## config.mk

```make
export PLATFORM = sky130hd
export DESIGN_NAME = riscv_lsu
export DESIGN_NICKNAME = d
export VERILOG_FILES = /design/src/rtl/riscv_lsu.sv
export SDC_FILE = /design/constraint.sdc
export NUM_CORES = 1
export LEC_CHECK = 0
export BUFFER_PORTS_ARGS = -buffer_cell sky130_fd_sc_hd__buf_4
export CAP_MARGIN = 30
export CORE_AREA = 10 10 119 121
export CTS_CLUSTER_DIAMETER = 60
export DETAILED_ROUTE_END_ITERATION = 8
export DIE_AREA = 0 0 129 131
export HOLD_SLACK_MARGIN = 0.12
export PLACE_DENSITY = 0.74
export SYNTH_ARGS = -nofsm -noshare
export SYNTH_HDL_FRONTEND = slang
export SYNTH_SLANG_ARGS = --single-unit
```

## constraint.sdc

```tcl
create_clock -name clk -period 6.2 [get_ports clk]
set_input_delay 0.62 -clock clk [delete_from_list [all_inputs] [get_ports clk]]
set_output_delay 0.62 -clock clk [all_outputs]
set_load 0.05 [all_outputs]
```

## src/rtl/riscv_lsu.sv

```systemverilog
// riscv_lsu: load/store unit, request handshake to word-addressed memory port.
// Define MISALIGN_TRAP_EN to trap misaligned accesses instead of forcing alignment.
module riscv_lsu #(
  parameter int ADDR_W         = 32,
  parameter int TIMEOUT_CYCLES = 255
) (
  input  logic              clk,
  input  logic              rst,
  input  logic              req_valid,
  output logic              req_ready,
  input  logic              req_we,
  input  logic [1:0]        req_size,
  input  logic              req_unsigned,
  input  logic [ADDR_W-1:0] req_addr,
  input  logic [31:0]       req_wdata,
  output logic              resp_valid,
  output logic [31:0]       resp_rdata,
  output logic              resp_err,
  output logic              mem_en,
  output logic              mem_we,
  output logic [3:0]        mem_be,
  output logic [ADDR_W-1:0] mem_addr,
  output logic [31:0]       mem_wdata,
  input  logic [31:0]       mem_rdata,
  input  logic              mem_ack
);

  localparam int CW = (TIMEOUT_CYCLES < 2) ? 1 : $clog2(TIMEOUT_CYCLES);

  typedef enum logic [1:0] {
    IDLE   = 2'd0,
    ACCESS = 2'd1,
    RESP   = 2'd2
  } state_t;

  state_t            state_q, state_d;
  logic              we_q, we_d;
  logic [1:0]        size_q, size_d;
  logic              uns_q, uns_d;
  logic [1:0]        lane_q, lane_d;
  logic [3:0]        be_q, be_d;
  logic [ADDR_W-1:0] addr_q, addr_d;
  logic [31:0]       wdata_q, wdata_d;
  logic [CW-1:0]     cnt_q, cnt_d;
  logic [31:0]       rdata_q, rdata_d;
  logic              err_q, err_d;

  logic [1:0]        a;
  logic [1:0]        req_sz;
  logic [1:0]        req_lane;
  logic [3:0]        req_be;
  logic [31:0]       req_wd;
  logic              trap;
  logic [15:0]       sel;
  logic [31:0]       ext;

  // Decode the incoming request into lane, byte enables and replicated data.
  always_comb begin
    a        = req_addr[1:0];
    req_sz   = (req_size == 2'b11) ? 2'b10 : req_size;
    req_lane = 2'b00;
    req_be   = 4'b1111;
    req_wd   = req_wdata;
    unique case (req_sz)
      2'b00: begin
        req_lane = a;
        req_be   = 4'b0001 << a;
        req_wd   = {4{req_wdata[7:0]}};
      end
      2'b01: begin
        req_lane = {a[1], 1'b0};
        req_be   = 4'b0011 << {a[1], 1'b0};
        req_wd   = {2{req_wdata[15:0]}};
      end
      default: begin
        req_lane = 2'b00;
        req_be   = 4'b1111;
        req_wd   = req_wdata;
      end
    endcase
`ifdef MISALIGN_TRAP_EN
    trap = (req_size == 2'b11)
         | ((req_size == 2'b01) & a[0])
         | ((req_size == 2'b10) & (a != 2'b00));
`else
    trap = 1'b0;
`endif
  end

  // Select the addressed byte/half from the read word and extend it.
  always_comb begin
    sel = 16'(mem_rdata >> {lane_q, 3'b000});
    unique case (size_q)
      2'b00:   ext = uns_q ? {24'd0, sel[7:0]}
                           : {{24{sel[7]}}, sel[7:0]};
      2'b01:   ext = uns_q ? {16'd0, sel}
                           : {{16{sel[15]}}, sel};
      default: ext = mem_rdata;
    endcase
  end

  // Next-state and datapath update for IDLE -> ACCESS -> RESP.
  always_comb begin
    state_d = state_q;
    we_d    = we_q;
    size_d  = size_q;
    uns_d   = uns_q;
    lane_d  = lane_q;
    be_d    = be_q;
    addr_d  = addr_q;
    wdata_d = wdata_q;
    cnt_d   = cnt_q;
    rdata_d = rdata_q;
    err_d   = err_q;
    unique case (state_q)
      IDLE: begin
        if (req_valid) begin
          we_d    = req_we;
          size_d  = req_sz;
          uns_d   = req_unsigned;
          lane_d  = req_lane;
          be_d    = req_be;
          addr_d  = {req_addr[ADDR_W-1:2], 2'b00};
          wdata_d = req_wd;
          cnt_d   = '0;
          if (trap) begin
            state_d = RESP;
            err_d   = 1'b1;
            rdata_d = 32'd0;
          end else begin
            state_d = ACCESS;
          end
        end
      end
      ACCESS: begin
        if (mem_ack) begin
          state_d = RESP;
          err_d   = 1'b0;
          rdata_d = we_q ? 32'd0 : ext;
        end else if (cnt_q == CW'(TIMEOUT_CYCLES - 1)) begin
          state_d = RESP;
          err_d   = 1'b1;
          rdata_d = 32'd0;
        end else begin
          cnt_d = cnt_q + 1'b1;
        end
      end
      RESP:    state_d = IDLE;
      default: state_d = IDLE;
    endcase
  end

  // State and latched request registers; reset drops the access at once.
  always_ff @(posedge clk or posedge rst) begin
    if (rst) begin
      state_q <= IDLE;
      we_q    <= 1'b0;
      size_q  <= 2'b00;
      uns_q   <= 1'b0;
      lane_q  <= 2'b00;
      be_q    <= 4'b0000;
      addr_q  <= '0;
      wdata_q <= 32'd0;
      cnt_q   <= '0;
      rdata_q <= 32'd0;
      err_q   <= 1'b0;
    end else begin
      state_q <= state_d;
      we_q    <= we_d;
      size_q  <= size_d;
      uns_q   <= uns_d;
      lane_q  <= lane_d;
      be_q    <= be_d;
      addr_q  <= addr_d;
      wdata_q <= wdata_d;
      cnt_q   <= cnt_d;
      rdata_q <= rdata_d;
      err_q   <= err_d;
    end
  end

  assign req_ready  = (state_q == IDLE);
  assign resp_valid = (state_q == RESP);
  assign resp_rdata = rdata_q;
  assign resp_err   = err_q;
  assign mem_en     = (state_q == ACCESS);
  assign mem_we     = mem_en & we_q;
  assign mem_be     = be_q;
  assign mem_addr   = addr_q;
  assign mem_wdata  = wdata_q;

endmodule

```

==> flow_metrics.env, run 1 <==
export IMPL_outcome="completed"
export IMPL_synth_compound_area_share_pct=15.5
export IMPL_dieWidth_um=129
export IMPL_final_nets=830
export IMPL_drtIter0Drc=421
export IMPL_drive_above_1_share_pct=33.8
export IMPL_worst_slew_pin_slew_ns=0.943
export IMPL_cts_buffer_depth=2
export IMPL_final_common_cell="buf_4"
export IMPL_worstSetupPathType="flop to flop"
export IMPL_chipHeight_um=131
export IMPL_antenna_cells=0
export IMPL_syn_area_per_cell_um2=9.79
export IMPL_rr_worst_depth=4
export IMPL_switchingPower_mw=1.94
export IMPL_grt_max_degree=65
export IMPL_synth_distinct_cells=44
export IMPL_synthTopCellsByArea="dfrtp_1, nand2_1, mux2i_1"
export IMPL_clock_sinks=115
export IMPL_synthAdderAreaFrac_pct=0.478
export IMPL_cts_root_buf="clkbuf_16"
export IMPL_p_int_mw=2.33
export IMPL_synth_top_family_by_area="simple AND/OR/NAND/NOR gates"
export IMPL_synth_xor_area_share_pct=0.167
export IMPL_ioPinCount=209
export IMPL_syn_area_um2=5240
export IMPL_crit_path_end_kind="flop"
export IMPL_clock_skew_final_ns=0.0106
export IMPL_wl_per_cell_um=18.5
export IMPL_p_total_mw=4.27
export IMPL_clk_pin_slew_ns=0.05
export IMPL_hold_class="input pin to async pin"
export IMPL_wirelength_mm=16.3
export IMPL_arrival_ns=2.57
export IMPL_layout_common_cells="buf_4, nand2_1, dfrtp_1, o21ai_0, mux2i_1"
export IMPL_ir_worst_vdd_mv=0.302
export IMPL_cts_tree="done"
export IMPL_rsz0062_at_grt="no"
export IMPL_core_area_um2=11800
export IMPL_start_util_pct=44.4
export IMPL_maxCapViolCount=0
export IMPL_synth_seq_cells=115
export IMPL_dieArea_um2=16900
export IMPL_place_ws_ns=3.87
export IMPL_synthFlopType="dfrtp_1"
export IMPL_tns_ns=0
export IMPL_vias=4698
export IMPL_post_cts_resized=0
export IMPL_power_per_cell_area_nw_per_um2=571
export IMPL_synth_area_mux_share_pct=7.14
export IMPL_cts_made_buffers=17
export IMPL_drc_errors=0
export IMPL_whs_ns=0.301
export IMPL_clkPwrFrac_pct=24.2
export IMPL_antenna_found_initial=0
export IMPL_place_hpwl_mm=12.4
export IMPL_required_ns=6.48
export IMPL_slew_limit_headroom_pct=37.1
export IMPL_period_share_pct=36.9
export IMPL_via_per_inst=5.32
export IMPL_cp_max_fo=20
export IMPL_synth_simple_area_share_pct=17.6
export IMPL_final_setup_worst_slack_ns=3.91
export IMPL_synth_edf_count=0
export IMPL_gp_congestion=0.983
export IMPL_ys_warn_count=0
export IMPL_ys_seq_area_share_pct=54.9
export IMPL_synthToLayoutAreaGrowth_pct=42.5
export IMPL_grt_pass1_vias=4817
export IMPL_holdBufCountCts=0
export IMPL_finalSetupViolCount=0
export IMPL_reg2reg_slack_ns=3.91
export IMPL_n_fill_cell=1000
export IMPL_drtAntennaViolNets=0
export IMPL_hold_violations=0
export IMPL_drv_slew=0
export IMPL_startpoint_type="flop"
export IMPL_swShare_pct=45.4
export IMPL_p_comb_share_pct=46.8
export IMPL_gr_usage_all_layers_pct=19.0
export IMPL_fmax_mhz=437
export IMPL_grt_first_pass_wirelength_mm=25.3
export IMPL_rows=40
export IMPL_htree_levels=4
export IMPL_synth_top_area_share_pct=54.9
export IMPL_first_pass_iters=5
export IMPL_syn_inst=535
export IMPL_power_frac_seq_pct=29.0
export IMPL_clk_latency_ns=0.40
export IMPL_period_minus_slack_ns=2.29
export IMPL_post_cts_buffers=0
export IMPL_overflow=0
export IMPL_synthArstFlopShare_pct=100
export IMPL_io_buffers=206
export IMPL_p_leak_nw=3.84
export IMPL_synth_top_cell_by_area="dfrtp_1"
state kept, by name, indices dropped and copies added (netlist names):
signal,count
uns_q,1
we_q,1
size_q,2
resp_err,1
state_q,2
mem_be,4
resp_rdata,32
lane_q,2
mem_wdata,32
mem_addr,30
cnt_q,8
kinds of logic after synthesis:
group / Yosys count
other: 1
adders and majority gates: 2
muxes: 36
xor gates and xnor gates: 1
buffers and inverters: 51
and+or+nand+nor: 215
AOI/OAI and AO/OA: 114
DFF: 115
power by group through the flow:
stage	combinational, mW	sequential, mW	clock, mW
after floorplan	0.486	2.10	0
after global placement	1.99	1.23	0
after detailed placement	2.02	1.24	0
after CTS	2.02	1.24	1.04
after global routing	2.11	1.28	1.09
final	2.00	1.24	1.03
layout make-up:
type / instances / area (um^2) / share of cell area [%]
clock buffer: 21 / 470 / 6.30
clock inverter: 10 / 155 / 2.08
inverter: 11 / 43.8 / 0.587
multi-input combinational: 370 / 2160 / 28.9
sequential: 115 / 2880 / 38.6
tap: 147 / 184 / 2.46
timing repair buffer: 209 / 1580 / 21.1
worst paths after layout:
path	start	endpoint
max in group asynchronous	rst	resp_rdata[8]
min	rst	resp_rdata[3]
max	lane_q[1]	resp_rdata[10]
max reg2reg	lane_q[1]	resp_rdata[10]
min reg2reg	mem_addr[14]	mem_addr[14]
min in group clk	req_addr[25]	mem_addr[25]
layer usage:
layer	GRT usage (%)	wire (um)	vias to the layer above
met5	0	0	-
met4	6.29	183	0
met3	9.55	1890	16
met2	30.1	7760	188
met1	22.0	6470	2262
li1	-	-	2232
cell usage after synthesis (2+ instances only):
| library cell | count |
|---|---|
| nand2_1 | 156 |
| dfrtp_1 | 115 |
| o21ai_0 | 39 |
| mux2i_1 | 34 |
| clkbuf_1 | 27 |
| a221o_1 | 25 |
| nor2_1 | 22 |
| a21oi_1 | 12 |
| inv_1 | 11 |
| and3_1 | 9 |
| o211ai_1 | 9 |
| a2bb2oi_1 | 7 |
| buf_2 | 7 |
| nand3b_1 | 7 |
| o2bb2ai_1 | 6 |
| nand3_1 | 5 |
| and2_1 | 4 |
| nor2b_1 | 4 |
| buf_1 | 3 |
| o31ai_1 | 3 |
| a31oi_1 | 2 |
| buf_4 | 2 |
| ha_1 | 2 |
| nand2b_1 | 2 |
| o311ai_0 | 2 |
| o41ai_1 | 2 |
per-stage QoR:
stage | instance area, um^2 | cells | utilization [%]
2_1_floorplan | 5240 | 536 | -
3_3_place_gp | 6820 | 851 | 57.8
3_5_place_dp | 6840 | 852 | 57.9
4_1_cts | 7460 | 883 | 63.2
5_1_grt | 7460 | 883 | 63.2
6_report | 7460 | 883 | 63.2
worst max-delay path, stage by stage, from the launching register on:
cell     delay (ns)
dfrtp_1        0.83
mux4_2         0.64
a21o_1         0.25
and3_1         0.19
a221o_1        0.27
(Power assumes the default switching activity.)
==> inputs of run 2 (changes only) <==
- CORE_AREA: 10 10 119 121 -> 10 10 121 123
- DIE_AREA: 0 0 129 131 -> 0 0 131 133
- PLACE_DENSITY: 0.74 -> 0.75
- clock period: 6.2 -> 1.9 ns (I/O delays scaled with it)
==> flow_metrics.env, run 2 (synthesis results as in run 1) <==
export IMPL_rr_worst_depth=7
export IMPL_grt_max_degree=116
export IMPL_clk_latency_ns=0.41
export IMPL_io_buffers=206
export IMPL_cts_buffer_depth=2
export IMPL_rows=41
export IMPL_final_nets=937
export IMPL_p_int_mw=7.78
export IMPL_p_total_mw=14.3
export IMPL_worstSetupPathType="input pin to flop"
export IMPL_startpoint_type="input pin"
export IMPL_tns_ns=0
export IMPL_chipHeight_um=133
export IMPL_grt_use_met1_pct=23.9
export IMPL_synthToLayoutAreaGrowth_pct=63.9
export IMPL_antenna_found_initial=2
export IMPL_cts_root_buf="clkbuf_16"
export IMPL_grt_pass1_vias=5781
export IMPL_place_hpwl_mm=12.5
export IMPL_htree_levels=4
export IMPL_met2_usage_pct=37.6
export IMPL_utilization_pct=69.5
export IMPL_grt_first_pass_wirelength_mm=30.7
export IMPL_period_share_pct=95.9
export IMPL_drv_slew=0
export IMPL_clock_skew_final_ns=0.00785
export IMPL_period_minus_slack_ns=1.82
export IMPL_p_leak_nw=4.30
export IMPL_wl_per_cell_um=18.7
export IMPL_gp_congestion=0.912
export IMPL_p_comb_share_pct=48.4
export IMPL_grtUsageMet3_pct=8.75
export IMPL_first_pass_iters=5
export IMPL_clock_sinks=115
export IMPL_ioPinCount=209
export IMPL_start_util_pct=42.4
export IMPL_core_area_um2=12400
export IMPL_hold_depth=3
export IMPL_hold_class="input pin to flop"
export IMPL_vias=5366
export IMPL_final_common_cell="buf_4"
export IMPL_post_cts_buffers=0
export IMPL_grt_busiest_layer="met2"
export IMPL_arrival_ns=2.10
export IMPL_worst_slew_pin_slew_ns=0.618
export IMPL_finalSetupViolCount=0
export IMPL_wirelength_mm=19.1
export IMPL_drtAntennaViolNets=0
export IMPL_power_per_cell_area_nw_per_um2=1670
export IMPL_cp_max_fo=16
export IMPL_drtIter0Drc=305
export IMPL_via_per_inst=5.27
export IMPL_clk_pin_slew_ns=0.05
export IMPL_overflow=0
export IMPL_required_ns=2.18
export IMPL_ir_worst_vdd_mv=1.00
export IMPL_outcome="completed"
export IMPL_dieArea_um2=17400
export IMPL_dieWidth_um=131
export IMPL_power_frac_seq_pct=28.0
export IMPL_swShare_pct=45.6
export IMPL_cts_made_buffers=17
export IMPL_maxCapViolCount=0
export IMPL_drive_above_1_share_pct=31.0
export IMPL_clkPwrFrac_pct=23.6
export IMPL_layout_common_cells="buf_4, nand2_1, dfrtp_1, dlygate4sd3_1, o21ai_0"
export IMPL_fmax_mhz=549
export IMPL_drc_errors=0
export IMPL_gr_usage_all_layers_pct=22.3
export IMPL_cts_tree="done"
export IMPL_switchingPower_mw=6.53
export IMPL_crit_path_end_kind="flop"
export IMPL_hold_violations=0
export IMPL_slew_limit_headroom_pct=58.8
## run 2: metal layers
layer  share of wire (%)  wire, um
met4                 2.9       548
met1                  37      7110
met5                   0         0
met2                  50      9510
met3                 9.9      1890
## run 2: metrics by stage
stage               setup WS (ns)  cell area [um^2]  instances  hold WS [ns]
floorplan               -0.000599              5250        536         0.276
global placement           0.0694              6990        888         0.379
detailed placement        -0.0175              6990        888         0.384
CTS                        0.0955              8580       1016         0.122
global route             -0.00206              8590       1018         0.145
finish                     0.0775              8590       1018         0.147
## run 2: timing repair
item	CTS	global route
hold buffers	96	0
hold endpoints to repair	213	0
gates resized for setup	1	2
pin swaps	0	0
endpoints found under the setup margin	23	19
## run 2: final cells by class
| class | count | area [um^2] |
|---|---|---|
| sequential | 115 | 2880 |
| tap | 172 | 215 |
| antenna | 2 | 5.00 |
| fill | 835 | 3780 |
| inverter | 11 | 45.0 |
| clock buffer | 23 | 468 |
| multi-input combinational | 370 | 2170 |
| clock inverter | 9 | 153 |
| timing repair buffer | 316 | 2650 |
## run 2: worst max-delay path, stage by stage
cell           delay, ns
dlygate4sd3_1       0.54
buf_4               0.15
mux4_2              0.51
o2111a_2            0.39
a221o_1             0.31
## run 2: worst paths after layout
| check | from | end | slack, ns |
|---|---|---|---|
| max | mem_rdata[31] | resp_rdata[30] | 0.08 |
| min reg2reg | mem_addr[6] | mem_addr[6] | 0.48 |
| max reg2reg | cnt_q[0] | resp_rdata[30] | 0.14 |
| min in group asynchronous | rst | mem_addr[23] | 0.52 |
| min | mem_rdata[3] | resp_rdata[3] | 0.15 |
| max in group asynchronous | rst | mem_be[2] | 0.92 |
## run 2: power by group through the flow
stage | Clock [mW] | Sequential [mW] | Combinational (mW)
3_3_place_gp | 0 | 3.94 | 6.64
4_1_cts | 3.41 | 3.98 | 6.91
3_5_place_dp | 0 | 3.99 | 6.74
6_report | 3.37 | 4.01 | 6.93
5_1_grt | 3.53 | 4.13 | 7.30
2_1_floorplan | 0 | 6.84 | 1.59
